--- src/rtl/padded_deserializer.sv ---
`default_nettype none
// ============================================================================
// padded_deserializer
//   Packs IN_WIDTH packets LSB-first into OUT_WIDTH blocks. Define DESER_PAD_EN
//   to append SHAKE-style padding after the final packet or a flush.
// Revision: 1.0 - initial release
// ============================================================================
module padded_deserializer #(
  parameter int                  IN_WIDTH      = 8,
  parameter int                  OUT_WIDTH     = 256,
  parameter logic [IN_WIDTH-1:0] PAD_BEGINNING = 'h1f,
  parameter logic [IN_WIDTH-1:0] PAD_ENDING    = 'h80
) (
  input  logic                 clk,
  input  logic                 clear,
  input  logic [IN_WIDTH-1:0]  in_data,
  input  logic                 in_valid,
  input  logic                 in_last,
  input  logic                 in_flush,
  output logic                 in_ready,
  output logic [OUT_WIDTH-1:0] out_data,
  output logic                 out_valid,
  input  logic                 out_ready,
  output logic                 out_last
);

  localparam int            SLOTS     = OUT_WIDTH / IN_WIDTH;
  localparam int            CW        = (SLOTS > 1) ? $clog2(SLOTS) : 1;
  localparam logic [CW-1:0] LAST_SLOT = CW'(SLOTS - 1);

`ifdef DESER_PAD_EN
  typedef enum logic [1:0] {S_FILL = 2'd0, S_PAD = 2'd1, S_HOLD = 2'd2} state_t;
`else
  typedef enum logic [0:0] {S_FILL = 1'b0, S_HOLD = 1'b1} state_t;
`endif

  state_t                r_state;
  state_t                w_state_next;
  logic [CW-1:0]         r_slot;
  logic [OUT_WIDTH-1:0]  r_data;
  logic                  r_last;
  logic                  w_wr_en;
  logic [IN_WIDTH-1:0]   w_wr_val;
  logic                  w_done;
  logic                  w_set_last;
  logic                  w_at_last;

  assign w_at_last = (r_slot == LAST_SLOT);

`ifdef DESER_PAD_EN
  logic r_pad_pend;
  logic r_pad_first;
  logic w_set_pend;
  logic w_start_pad;
`else
  logic unused_pad_inputs;
  assign unused_pad_inputs = in_flush ^ (^PAD_BEGINNING) ^ (^PAD_ENDING);
`endif

  always_comb begin
    w_state_next = r_state;
    w_wr_en      = 1'b0;
    w_wr_val     = '0;
    w_done       = 1'b0;
    w_set_last   = 1'b0;
`ifdef DESER_PAD_EN
    w_set_pend   = 1'b0;
    w_start_pad  = 1'b0;
`endif
    case (r_state)
      S_FILL: begin
        if (in_valid) begin
          w_wr_en  = 1'b1;
          w_wr_val = in_data;
`ifdef DESER_PAD_EN
          // A final packet in the last slot defers padding to a fresh block.
          if (in_last && w_at_last) begin
            w_state_next = S_HOLD;
            w_set_pend   = 1'b1;
          end else if (in_last) begin
            w_state_next = S_PAD;
            w_start_pad  = 1'b1;
          end else if (w_at_last) begin
            w_state_next = S_HOLD;
          end
        end else if (in_flush) begin
          w_state_next = S_PAD;
          w_start_pad  = 1'b1;
        end
`else
          if (in_last || w_at_last) w_state_next = S_HOLD;
          w_set_last = in_last;
        end
`endif
      end
`ifdef DESER_PAD_EN
      S_PAD: begin
        w_wr_en  = 1'b1;
        w_wr_val = (r_pad_first ? PAD_BEGINNING : '0) | (w_at_last ? PAD_ENDING : '0);
        if (w_at_last) begin
          w_state_next = S_HOLD;
          w_set_last   = 1'b1;
        end
      end
`endif
      S_HOLD: begin
        if (out_ready) begin
          w_done       = 1'b1;
          w_state_next = S_FILL;
`ifdef DESER_PAD_EN
          if (r_pad_pend) begin
            w_state_next = S_PAD;
            w_start_pad  = 1'b1;
          end
`endif
        end
      end
      default: w_state_next = S_FILL;
    endcase
  end

  always_ff @(posedge clk) begin
    if (clear) r_state <= S_FILL;
    else       r_state <= w_state_next;
  end

  always_ff @(posedge clk) begin
    if (clear || w_done) begin
      r_slot <= '0;
      r_data <= '0;
      r_last <= 1'b0;
    end else begin
      if (w_wr_en) begin
        r_data[int'(r_slot) * IN_WIDTH +: IN_WIDTH] <= w_wr_val;
        r_slot <= w_at_last ? '0 : r_slot + 1'b1;
      end
      if (w_set_last) r_last <= 1'b1;
    end
  end

`ifdef DESER_PAD_EN
  always_ff @(posedge clk) begin
    if (clear) begin
      r_pad_pend  <= 1'b0;
      r_pad_first <= 1'b0;
    end else begin
      if (w_done)     r_pad_pend <= 1'b0;
      if (w_set_pend) r_pad_pend <= 1'b1;
      if (w_start_pad)           r_pad_first <= 1'b1;
      else if (r_state == S_PAD) r_pad_first <= 1'b0;
    end
  end
`endif

  assign in_ready  = (r_state == S_FILL);
  assign out_valid = (r_state == S_HOLD);
  assign out_data  = r_data;
  assign out_last  = r_last;

endmodule
`default_nettype wire
--- config.mk ---
export PLATFORM = sky130hd
export DESIGN_NAME = padded_deserializer
export DESIGN_NICKNAME = d
export VERILOG_FILES = /design/src/rtl/padded_deserializer.sv
export SDC_FILE = /design/constraint.sdc
export NUM_CORES = 1
export LEC_CHECK = 0
export ABC_AREA = 0
export CORE_MARGIN = 2
export CORE_UTILIZATION = 45
export CTS_CLUSTER_SIZE = 20
export DETAILED_ROUTE_END_ITERATION = 8
export GPL_TIMING_DRIVEN = 0
export MAX_ROUTING_LAYER = met4
export PLACE_DENSITY = 0.76
export SLEW_MARGIN = 10
export SYNTH_ARGS = -nofsm -noshare
export SYNTH_HDL_FRONTEND = slang
export SYNTH_SLANG_ARGS = --single-unit
--- constraint.sdc ---
create_clock -name clk -period 3.4 [get_ports clk]
set_input_delay 0.51 -clock clk [delete_from_list [all_inputs] [get_ports clk]]
set_output_delay 0.51 -clock clk [all_outputs]
set_load 0.05 [all_outputs]
# Word level (Yosys, flattened, before mapping)

Index checks and enable logic that the tools add are counted.

Magnitude comparators: 0
Muxes and demuxes: 14
Bitwise operators: 1
Reduce and logical (&&, ||, !) cells: 2
Div/mod/pow operators: 0
$mul: 0
Eq/ne operators: 1
Shift-type cells: 2
Add/subtract/negate cells: 2

Operator list:

| operator                                               | number |
|---|---|
| bitwise mux 256 bit                                    | 1 |
| variable shift 8 x 33 -> 256 bit, first input constant | 1 |
| indexed part select 8 x 33 -> 256 bit                  | 1 |
| negator 8 -> 33 bit                                    | 1 |
| two-way mux 8 bit                                      | 2 |
| two-way mux 1 bit                                      | 9 |
| adder 5 x 1 -> 5 bit, second input constant            | 1 |
| == test 5 bit, second input constant                   | 1 |
| two-way mux 5 bit                                      | 1 |
| logical OR 1 bit                                       | 2 |
| case mux 1 bit (2 select lines)                        | 1 |
| NOT 1 bit                                              | 1 |

RAM bits: 0
Memory bits (read-only): 0
Flip-flop bits (word level): 263
Bits of input ports: 14
Memories: 0
Output and inout bits: 259
Latch bits: 0
Word-level logic and storage cells: 26

# Depth between registers and ports, before layout

Gate-level depths: netlist (run 1).

Depth after elaboration: 5
Mapped depth: 12
Mapped depth without buffers: 8

# Worst setup path before layout (run 1)

Ideal clock, no wire load.

Path type: flip-flop to flip-flop
Start: reg r_slot[0]
End: reg r_data[236], in the netlist out_data[236]
Cell stages (with the launch flop): 13
Library setup time: 92 ps
Path slack: 366 ps
Buffers on the path: 4
Clock period less this slack: 3,034 ps
Arrival: 2,942 ps
Data required time: 3,308 ps
Cells stage by stage: dfxtp_1 buf_2 buf_2 inv_1 ha_1 nor3b_1 ha_1 nor4b_1 and2_1 clkbuf_1 nand4_2 buf_2 o32ai_1

Cells in the longest elaborated chain, start to end: 3
Elaborated cells between the ends (all ways): 4
Classes of those cells: add/sub: 1; shift: 2; mux: 1

Ends and longest elaborated chain:

| what                                                                                      | line | text |
|---|---|---|
| start, declared                                                                           | 39   | `logic [CW-1:0] r_slot;` |
| start signal, assigned                                                                    | 135  | `r_slot <= w_at_last ? '0 : r_slot + 1'b1;` |
| negator 8 -> 33 bit (*)                                                                   | 134  | `r_data[int'(r_slot) * IN_WIDTH +: IN_WIDTH] <= w_wr_val;` |
| indexed part select 8 x 33 -> 256 bit or variable shift 8 x 33 -> 256 bit (tied branches) | 134  |  |
| bitwise mux 256 bit (*)                                                                   | 134  |  |
| end signal, assigned by index                                                             | 134  |  |
| end, declared                                                                             | 40   | `logic [OUT_WIDTH-1:0] r_data;` |

Every way passes the cells marked *; elsewhere a longest branch is shown, timed or not.
A chain may end at the register's enable or synchronous reset.

# Final worst setup path (run 1)

Start: reg r_slot[0]
End: reg r_data[173], in the netlist out_data[173]

Same word-level chain as after synthesis.

==> key figures, run 1 <==
Setup path
  • R2r worst-path depth: 10
  • Critical Path End Type: flop
  • Worst setup SP type: flop
  • Worst Path Max Fanout: 10
  • Worst EP required: between 3 and 4 ns
  • Reg-to-reg setup timing slack: 0.17 ns
  • RR Startpoint: r_slot[0]
  • Critical path type: flop to flop
  • CP arrival: between 3 and 4 ns
  • Crit Reg-Reg Endpoint: out_data[173]

Global route
  • Largest net degree at the start of global routing: 15
  • First-pass GRT wire length: 50110 um
  • Grt total ovfl: 0
  • GR Util All Layers: about 27%
  • Initial antenna violation count: 0
  • Vias in the first global route: around 9000

CTS
  • Worst-Skew Late Latency: roughly 0.54 ns
  • # hold bufs at CTS: 0
  • CTS root buf: clkbuf_16
  • TritonCTS clock tree: built
  • Clock Path Buffers: 3
  • CTS H-Tree Depth: 1
  • Total CTS buffers: 27
  • Clock-pin transition on the worst setup and hold timing paths: 0.07 ns
  • CTS sink cnt: roughly 260
  • Post-CTS Setup Bufs: 0

Yosys
  • Top cells by area, synth: dfxtp_1 (51%), mux2i_1 (19%), nand2_1 (9.6%)
  • Post-synth ARST share: 0%
  • Register bit count reported by yosys: around 260
  • Mapped cell area: between 10000 and 15000 sq um
  • Top cell type's share of synthesized area: 50.75%
  • Number of distinct library cells after synthesis: between 40 and 50
  • Commonest register cell after synthesis: dfxtp_1
  • Register area share after synthesis: around half
  • Synth warn: 0
  • Post-synth EDFFs: 0
  • Gate Count Post-Synth: 1056
  • Largest area contributor in the netlist: dfxtp_1
  • Mean Syn Cell Area: between 9 and 10 sq um
  • Syn_nets: 1074

Route
  • Residual DRC count: 0
  • First-pass DRT Iterations: 5
  • Vias/cell: around 5.4
  • DRT Wirelength: 32480 um
  • DR WL/cell: 19.57 um
  • Detail Route Antenna Nets: 0
  • Via count: between 8000 and 9000
  • 1st-iter DRT viols: 414

Floorplan
  • Die height: ~160 um
  • Die W: roughly 160 um
  • Core area: 22640 sq um
  • Starting density of the core: between 40% and 50%
  • DIE AREA: approximately 24000 sq um
  • Row Count: 55
  • I/O Pins: between 200 and 300

Place
  • Hpwl dp: roughly 23000 um
  • Pre-CTS setup slack: -0.4642 ns
  • Gp weighted congestion: ~0.93
  • # port buffers: between 200 and 300
  • Placed Instance Area: around 13000 sq um
  • Cells after DPL: 1612

Cells and area
  • Fraction of layout cells with a size suffix above 1: 9.091%
  • Most frequent cells in the layout: clkdlybuf4s50_1 (271), nand2_1 (265), dfxtp_1 (263)
  • NumNets Final: 1373
  • Commonest non-fill, non-tap cell in the layout: clkdlybuf4s50_1
  • Finished Cell Area: 14390 sq um
  • ANT cells: 0
  • Utilization after layout: between 60% and 70%
  • Post-route insts no fill: 1660
  • Area grow syn2layout: 38.65%

Run status
  • Status: complete, no violations

Pwr
  • Clock network fraction of total power: a little under half
  • Internal: between 4 and 5 mW
  • Comb pwr share: between 5 and 6%
  • Switching share of power: between 20% and 30%
  • LEAKAGE: 6.373 nW
  • Switching power total: 1.547 mW
  • Sequential share of power: 47.5%
  • Peak supply drop: approximately 0.00035 V
  • Power per cell area: 452.1 nW/um^2

STA
  • Setup Skew: approximately 0.011 ns
  • PnR worst setup slack: around 0.17 ns
  • Fmax: approximately 0.31 GHz
  • Crit share post-route: a little over nine tenths
  • Slew headroom: around 40%
  • Final Max Slew Viols: 0
  • Min Hold Slack: about 0.46 ns
  • Final hold violations: 0
  • RSZ-0062 raised after global routing: false
  • Slew @ Worst Pin: 0.8969 ns
  • Tmin final: approximately 3.2 ns
  • Endpoints failing setup: 0

Worst hold path
  • Worst hold start: out_data[7]
  • Hold endpoint: out_data[7]
  • Hold path cells: 2
  • Worst hold path class: flop to flop

Flow run
  • Max-Cap Viols: 0
[metrics by stage]
| stage | TNS [ns] | total power [mW] |
|---|---|---|
| final | 0 | 6.503 |
| after CTS | 0 | 6.523 |
| after floorplan | 0 | 3.403 |
| after detailed placement | -18.15 | 3.531 |
| after global routing | 0 | 6.683 |
| after global placement | -16.05 | 3.526 |
[how the worst max path moves through the flow]
stage,from,endpoint
global route,r_slot[0],out_data[238]
CTS,r_slot[0],out_data[243]
finish,r_slot[0],out_data[173]
global placement,r_slot[0],out_data[245]
detailed placement,r_slot[0],out_data[243]
floorplan,r_slot[0],out_data[236]
[state kept, by name, summed over array words and instances (netlist names)]
register	count
out_last	1
r_slot	5
out_valid	1
out_data	256
[power groups by stage]
stage	logic (mW)	registers, mW	clock network [mW]
detailed placement	0.371	3.16	0
global placement	0.366	3.16	0
global route	0.411	3.09	3.18
floorplan	0.228	3.17	0
CTS	0.376	3.09	3.06
finish	0.383	3.09	3.03
[cell families (layout without fill, tap and decap cells)]
kind of cell | Yosys count | count (layout) | share of synthesized area [%]
simple gates | 405 | 405 | 19.14
flops | 263 | 263 | 50.75
mux | 201 | 201 | 19.40
compound gates | 99 | 99 | 6.380
buf+inv | 82 | 401 | 3.678
fa+ha+maj | 4 | 4 | 0.4824
xor+xnor | 2 | 2 | 0.1689
[routing by layer]
layer  vias up  part of all wire [%]  track usage [%]  routed length, um
li1       4245                     -                -                  -
met1      4256                    43            34.20              14070
met2       363                    46            42.92              14820
met3        76                   7.9            5.944               2559
met4         0                   3.2            7.995               1026
met5         -                     0                -                  0
[cell usage after synthesis (2+ instances only)]
master	number
nand3_2	8
nor2_1	11
nand4_1	27
nor4_2	2
nand2_2	6
inv_1	5
o21ai_0	27
dfxtp_1	263
o32ai_1	24
nor2_2	2
nand3_4	2
buf_2	20
and3_1	9
ha_1	4
nand2_1	265
and4_1	4
nor4b_1	3
clkbuf_1	44
nand3_1	26
a21oi_1	40
nor2b_1	3
nand2b_1	5
nand2_4	16
mux2i_1	200
nor3_1	7
buf_4	11
[worst max-delay path, cell delays in order (launching register included)]
cell and delay (ns):
dfxtp_1 0.31, clkbuf_4 0.19, clkbuf_4 0.21, inv_1 0.07, ha_1 0.27, or4b_1 0.55, and3_1 0.20, clkbuf_1 0.26
nand2_1 0.52, buf_2 0.40, mux2i_1 0.11
[final cells by class]
type | count | area, sq um
repair buffers | 271 | 2713
well taps | 285 | 356.6
multi-input cells | 711 | 4761
inverters | 5 | 18.77
plain buffers | 76 | 366.6
clock buffers | 35 | 745.7
flip-flops and latches | 263 | 5265
fillers | 1866 | 8255
clock inverters | 14 | 158.9
[what timing repair did]
action / in CTS / in global routing
gates resized for setup: 6 / 5
pin swaps: 0 / 1
hold endpoints to repair: 0 / 0
endpoints found under the setup margin: 120 / 95
(Power assumes the default switching activity.)
==> inputs of run 2 (changes only) <==
--- a/config.mk
+++ b/config.mk
@@ -6,7 +6,8 @@
 export NUM_CORES = 1
 export LEC_CHECK = 0
 export ABC_AREA = 0
-export CORE_MARGIN = 2
+export CAP_MARGIN = 20
+export CORE_MARGIN = 10
 export CORE_UTILIZATION = 45
 export CTS_CLUSTER_SIZE = 20
 export DETAILED_ROUTE_END_ITERATION = 8
==> key figures, run 2 (synthesis results as in run 1) <==
Run status
  • Status: complete, no violations

STA
  • RSZ-0062 raised after global routing: false
  • Final hold violations: 0
  • Endpoints failing setup: 0
  • Tmin final: 3.208 ns
  • Slew headroom: a little under two fifths
  • Slew @ Worst Pin: 0.9319 ns
  • Fmax: slightly above 0.3 GHz
  • Crit share post-route: 94.34%
  • Setup Skew: approximately 0.014 ns
  • Final Max Slew Viols: 0

CTS
  • Total CTS buffers: 27
  • Clock Path Buffers: 3
  • Worst-Skew Late Latency: between 0.5 and 0.6 ns
  • CTS H-Tree Depth: 1
  • CTS root buf: clkbuf_16
  • TritonCTS clock tree: built
  • Clock-pin transition on the worst setup and hold timing paths: approximately 0.06 ns
  • CTS sink cnt: between 200 and 300

Cells and area
  • Finished Cell Area: approximately 14000 sq um
  • Area of the multi-input gates: roughly 4800 sq um
  • ANT cells: 0
  • Utilization after layout: between 60% and 70%
  • Commonest non-fill, non-tap cell in the layout: clkdlybuf4s50_1
  • Fraction of layout cells with a size suffix above 1: 9.084%
  • # fillers: roughly 1900
  • Register area: between 5000 and 6000 sq um
  • Area grow syn2layout: 38.42%
  • Most frequent cells in the layout: clkdlybuf4s50_1 (271), nand2_1 (265), dfxtp_1 (263)
  • NumNets Final: between 1000 and 1500
  • Max reg flops: ~260

Setup path
  • CP arrival: 3.62 ns
  • Critical Path End Type: flop
  • Worst Path Max Fanout: 10
  • Worst setup SP type: flop
  • Critical path type: flop to flop
  • Worst EP required: roughly 3.8 ns

Pwr
  • Power per cell area: around 450 nW/um^2
  • LEAKAGE: roughly 6.4 nW
  • Internal: 4.839 mW
  • Switching power total: ~1.6 mW
  • Peak supply drop: between 0.0003 and 0.0004 V
  • Switching share of power: 24.30%
  • Clock network fraction of total power: about 46%
  • Sequential share of power: roughly half
  • Comb pwr share: ~6.1%

Global route
  • Met2 Use GR: 37.46%
  • Vias in the first global route: ~9000
  • First-pass GRT wire length: 53240 um
  • Largest net degree at the start of global routing: 15
  • GR Util All Layers: 23.57%
  • M3 GR Usage: between 6 and 7%
  • Top Usage Layer GRT: met2
  • Initial antenna violation count: 0
  • Grt total ovfl: 0
  • M1 GR Usage: roughly 29%

Route
  • DR WL/cell: roughly 21 um
  • 1st-iter DRT viols: between 500 and 600
  • Via count: about 9000
  • DRT Wirelength: around 35000 um
  • Vias/cell: around 5.4
  • Residual DRC count: 0
  • Detail Route Antenna Nets: 0
  • First-pass DRT Iterations: 6

Worst hold path
  • Worst hold path class: flop to flop

Floorplan
  • Row Count: 55
  • Starting density of the core: between 40% and 50%
  • DIE AREA: 29530 sq um
  • Die W: approximately 170 um
  • Die height: between 150 and 200 um
  • Core area: roughly 23000 sq um
  • I/O Pins: roughly 270

Place
  • Placed Instance Area: about 13000 sq um
  • # port buffers: about 270
  • Hpwl dp: around 25000 um
  • Gp weighted congestion: 0.9414

Flow run
  • Max-Cap Viols: 0
run 2: cell count changes in the layout (fill, tap and decap cells not counted), sizes merged:
cell      change
clkinvlp      +1
buf           +2
clkinv        -3
clkbuf        +3
bufinv        -2
run 2: worst max-delay path: stages, from the launching register on:
cell and delay (ns):
dfxtp_1 0.31, buf_2 0.19, clkbuf_4 0.22, inv_1 0.07, ha_1 0.26, or4b_1 0.54
and3_1 0.20, clkbuf_1 0.28, nand2_1 0.50, buf_2 0.37, mux2i_1 0.12
run 2: final timing paths:
kind                             startpoint            end  slack [ns]  cells past startpoint
worst max-delay path              r_slot[0]  out_data[205]        0.19                     10
worst min-delay path            out_data[4]    out_data[4]        0.45                      2
worst max register to register    r_slot[0]  out_data[205]        0.19                     10
worst min register to register  out_data[4]    out_data[4]        0.45                      2
run 2: what timing repair did:
| item | in CTS | in global routing |
|---|---|---|
| endpoints found under the setup margin | 120 | 103 |
| hold buffers | 0 | 0 |
| cloned | 0 | 0 |
| resized for setup | 6 | 7 |
| setup buffers | 0 | 1 |
| pin swaps | 0 | 1 |
run 2: power by group through the flow:
stage	sequential (mW)	clock, mW	combinational [mW]
CTS	3.09	2.96	0.378
detailed placement	3.16	0	0.372
floorplan	3.17	0	0.228
global route	3.09	3.07	0.414
finish	3.09	2.91	0.387
global placement	3.16	0	0.368
run 2: per-stage QoR:
step | hold WS (ns) | worst slack (ns) | TNS, ns | total power [mW] | std cells
detailed placement | 0.4427 | -0.5013 | -21.29 | 3.531 | 1612
floorplan | 0.4990 | 0.3659 | 0 | 3.403 | 1056
global route | 0.4660 | 0.01629 | 0 | 6.577 | 1661
finish | 0.4493 | 0.1924 | 0 | 6.393 | 1661
CTS | 0.4510 | 0.05773 | 0 | 6.429 | 1660
global placement | 0.4400 | -0.4323 | -16.62 | 3.527 | 1612
run 2: metal layers:
layer  share of wire, %  vias to the layer above  wire (um)
met5                  0                        -          0
met4                2.1                        0        747
met3                8.5                       53       2965
met2                 47                      311      16240
met1                 43                     4340      14840
li1                   -                     4250          -
run 2: cell type report:
cell class | instances | share of cell area, %
buffer | 76 | 2.561
clock buffer | 39 | 5.367
clock inverter | 10 | 0.6621
inverter | 5 | 0.1307
multi-input combinational | 711 | 33.19
sequential | 263 | 36.66
tap | 285 | 2.483
timing repair buffer | 272 | 18.94
==> inputs of run 3 (changes only) <==
==> constraint.sdc (replaced) <==
create_clock -name clk -period 3.6 [get_ports clk]
set_input_delay 0.54 -clock clk [delete_from_list [all_inputs] [get_ports clk]]
set_output_delay 0.54 -clock clk [all_outputs]
set_load 0.05 [all_outputs]
==> key figures, run 3 (synthesis results as in run 1) <==
CTS
  • CTS H-Tree Depth: 1
  • CTS sink cnt: around 260
  • Total CTS buffers: 27
  • Post-CTS Setup Bufs: 0
  • Worst-Skew Late Latency: between 0.5 and 0.6 ns
  • Clock-pin transition on the worst setup and hold timing paths: roughly 0.06 ns
  • Clock Path Buffers: 3
  • # hold bufs at CTS: 0
  • CTS root buf: clkbuf_16
  • TritonCTS clock tree: built

Global route
  • First-pass GRT wire length: around 53000 um
  • Grt total ovfl: 0
  • Vias in the first global route: about 9100
  • Largest net degree at the start of global routing: 15
  • Initial antenna violation count: 0
  • GR Util All Layers: 23.54%

Floorplan
  • Core area: between 20000 and 25000 sq um
  • I/O Pins: approximately 270
  • Starting density of the core: 45.82%
  • Die W: around 170 um
  • DIE AREA: approximately 30000 sq um
  • Die height: between 150 and 200 um
  • Row Count: 55

Place
  • # port buffers: about 270
  • Hpwl dp: 25130 um
  • Pre-CTS setup slack: -0.3013 ns
  • Gp weighted congestion: roughly 0.94

Route
  • DRT met1 WL: 14830 um
  • First-pass DRT Iterations: 6
  • Met2 wire length: 16150 um
  • Vias/cell: about 5.4
  • Top Layer Used: met4
  • Detail Route Antenna Nets: 0
  • Met3 wire length: a little under 3000 um
  • Residual DRC count: 0
  • 1st-iter DRT viols: 584
  • DR WL/cell: about 21 um
  • Via count: 8972
  • DRT Wirelength: roughly 35000 um

Worst hold path
  • Hold path cells: 2
  • Worst hold start: out_data[4]
  • Hold endpoint: out_data[4]
  • Worst hold path class: flop to flop

STA
  • Min Hold Slack: 0.4491 ns
  • Slew headroom: 37.83%
  • Crit share post-route: between 90 and 100%
  • Final Max Slew Viols: 0
  • Final hold violations: 0
  • Setup Skew: 0.01280 ns
  • RSZ-0062 raised after global routing: false
  • Endpoints failing setup: 0
  • Fin Setup TNS: 0 ns
  • Tmin final: 3.348 ns
  • Slew @ Worst Pin: about 0.9 ns
  • Fmax: 0.2987 GHz
  • PnR worst setup slack: around 0.25 ns

Setup path
  • Worst Path Max Fanout: 10
  • Critical path type: flop to flop
  • Worst EP required: a little over 4 ns
  • R2r worst-path depth: 11
  • CP arrival: 3.79 ns
  • Critical Path End Type: flop
  • Reg-to-reg setup timing slack: between 0.2 and 0.3 ns
  • Crit Reg-Reg Endpoint: out_data[237]
  • Worst setup SP type: flop
  • RR Startpoint: r_slot[0]

Cells and area
  • # fillers: between 1500 and 2000
  • Commonest non-fill, non-tap cell in the layout: clkdlybuf4s50_1
  • Area of the multi-input gates: approximately 4800 sq um
  • Most frequent cells in the layout: clkdlybuf4s50_1 (271), nand2_1 (265), dfxtp_1 (263)
  • ANT cells: 0
  • Register area: roughly 5300 sq um
  • Fraction of layout cells with a size suffix above 1: slightly below 9%
  • NumNets Final: 1373
  • Area grow syn2layout: 38.21%
  • Max reg flops: ~260

Run status
  • Status: complete, no violations

Pwr
  • Power per cell area: roughly 420 nW/um^2
  • Peak supply drop: ~0.00035 V
  • LEAKAGE: roughly 6.3 nW

Flow run
  • Max-Cap Viols: 0
## run 3: stage by stage
step           utilization [%]  power (mW)  std cells  area, sq um
2_1_floorplan                -       3.214       1056        10380
3_3_place_gp             59.38       3.331       1612        13440
3_5_place_dp             59.38       3.335       1612        13440
4_1_cts                  63.22       6.069       1660        14310
5_1_grt                  63.33       6.208       1660        14340
6_report                 63.33       6.030       1660        14340
## run 3: how the worst max path moves through the flow
stage | from | to | slack (ns) | cells after the start
floorplan | r_slot[0] | out_data[236] | 0.57 | 12
global placement | r_slot[0] | out_data[253] | -0.23 | 12
detailed placement | r_slot[0] | out_data[251] | -0.30 | 12
CTS | r_slot[0] | out_data[251] | 0.06 | 11
global route | r_slot[0] | out_data[251] | 0.05 | 11
finish | r_slot[0] | out_data[237] | 0.25 | 11
## run 3: layout make-up
class | count | share of cell area, %
tap | 285 | 2.487
clock buffer | 39 | 5.375
clock inverter | 10 | 0.6632
timing repair buffer | 271 | 18.92
inverter | 5 | 0.1309
buffer | 76 | 2.504
multi-input combinational | 711 | 33.20
sequential | 263 | 36.72
## run 3: worst max-delay path, cell delays in order (launching register included)
cell	delay, ns
dfxtp_1	0.33
buf_2	0.24
buf_2	0.28
inv_1	0.07
ha_1	0.27
nor3b_1	0.17
ha_1	0.38
nor4b_4	0.46
and2_4	0.29
nand4_2	0.21
buf_2	0.28
o32ai_1	0.27
## run 3: power by group
part,switching (mW),internal (mW),total (mW)
clock network,1.18,1.57,2.75
logic,0.274,0.0869,0.361
registers,0.00414,2.92,2.92
## run 3: timing repair
| item | in CTS | in global routing |
|---|---|---|
| endpoints found under the setup margin | 40 | 29 |
| pin swaps | 0 | 0 |
| hold endpoints to repair | 0 | 0 |
| resized for setup | 1 | 6 |
## run 3: layer usage
layer / GRT usage [%] / vias to the layer above
met3: 6.601 / 60
met4: 6.522 / 0
met2: 37.38 / 328
li1: - / 4251
met5: - / -
met1: 28.83 / 4333
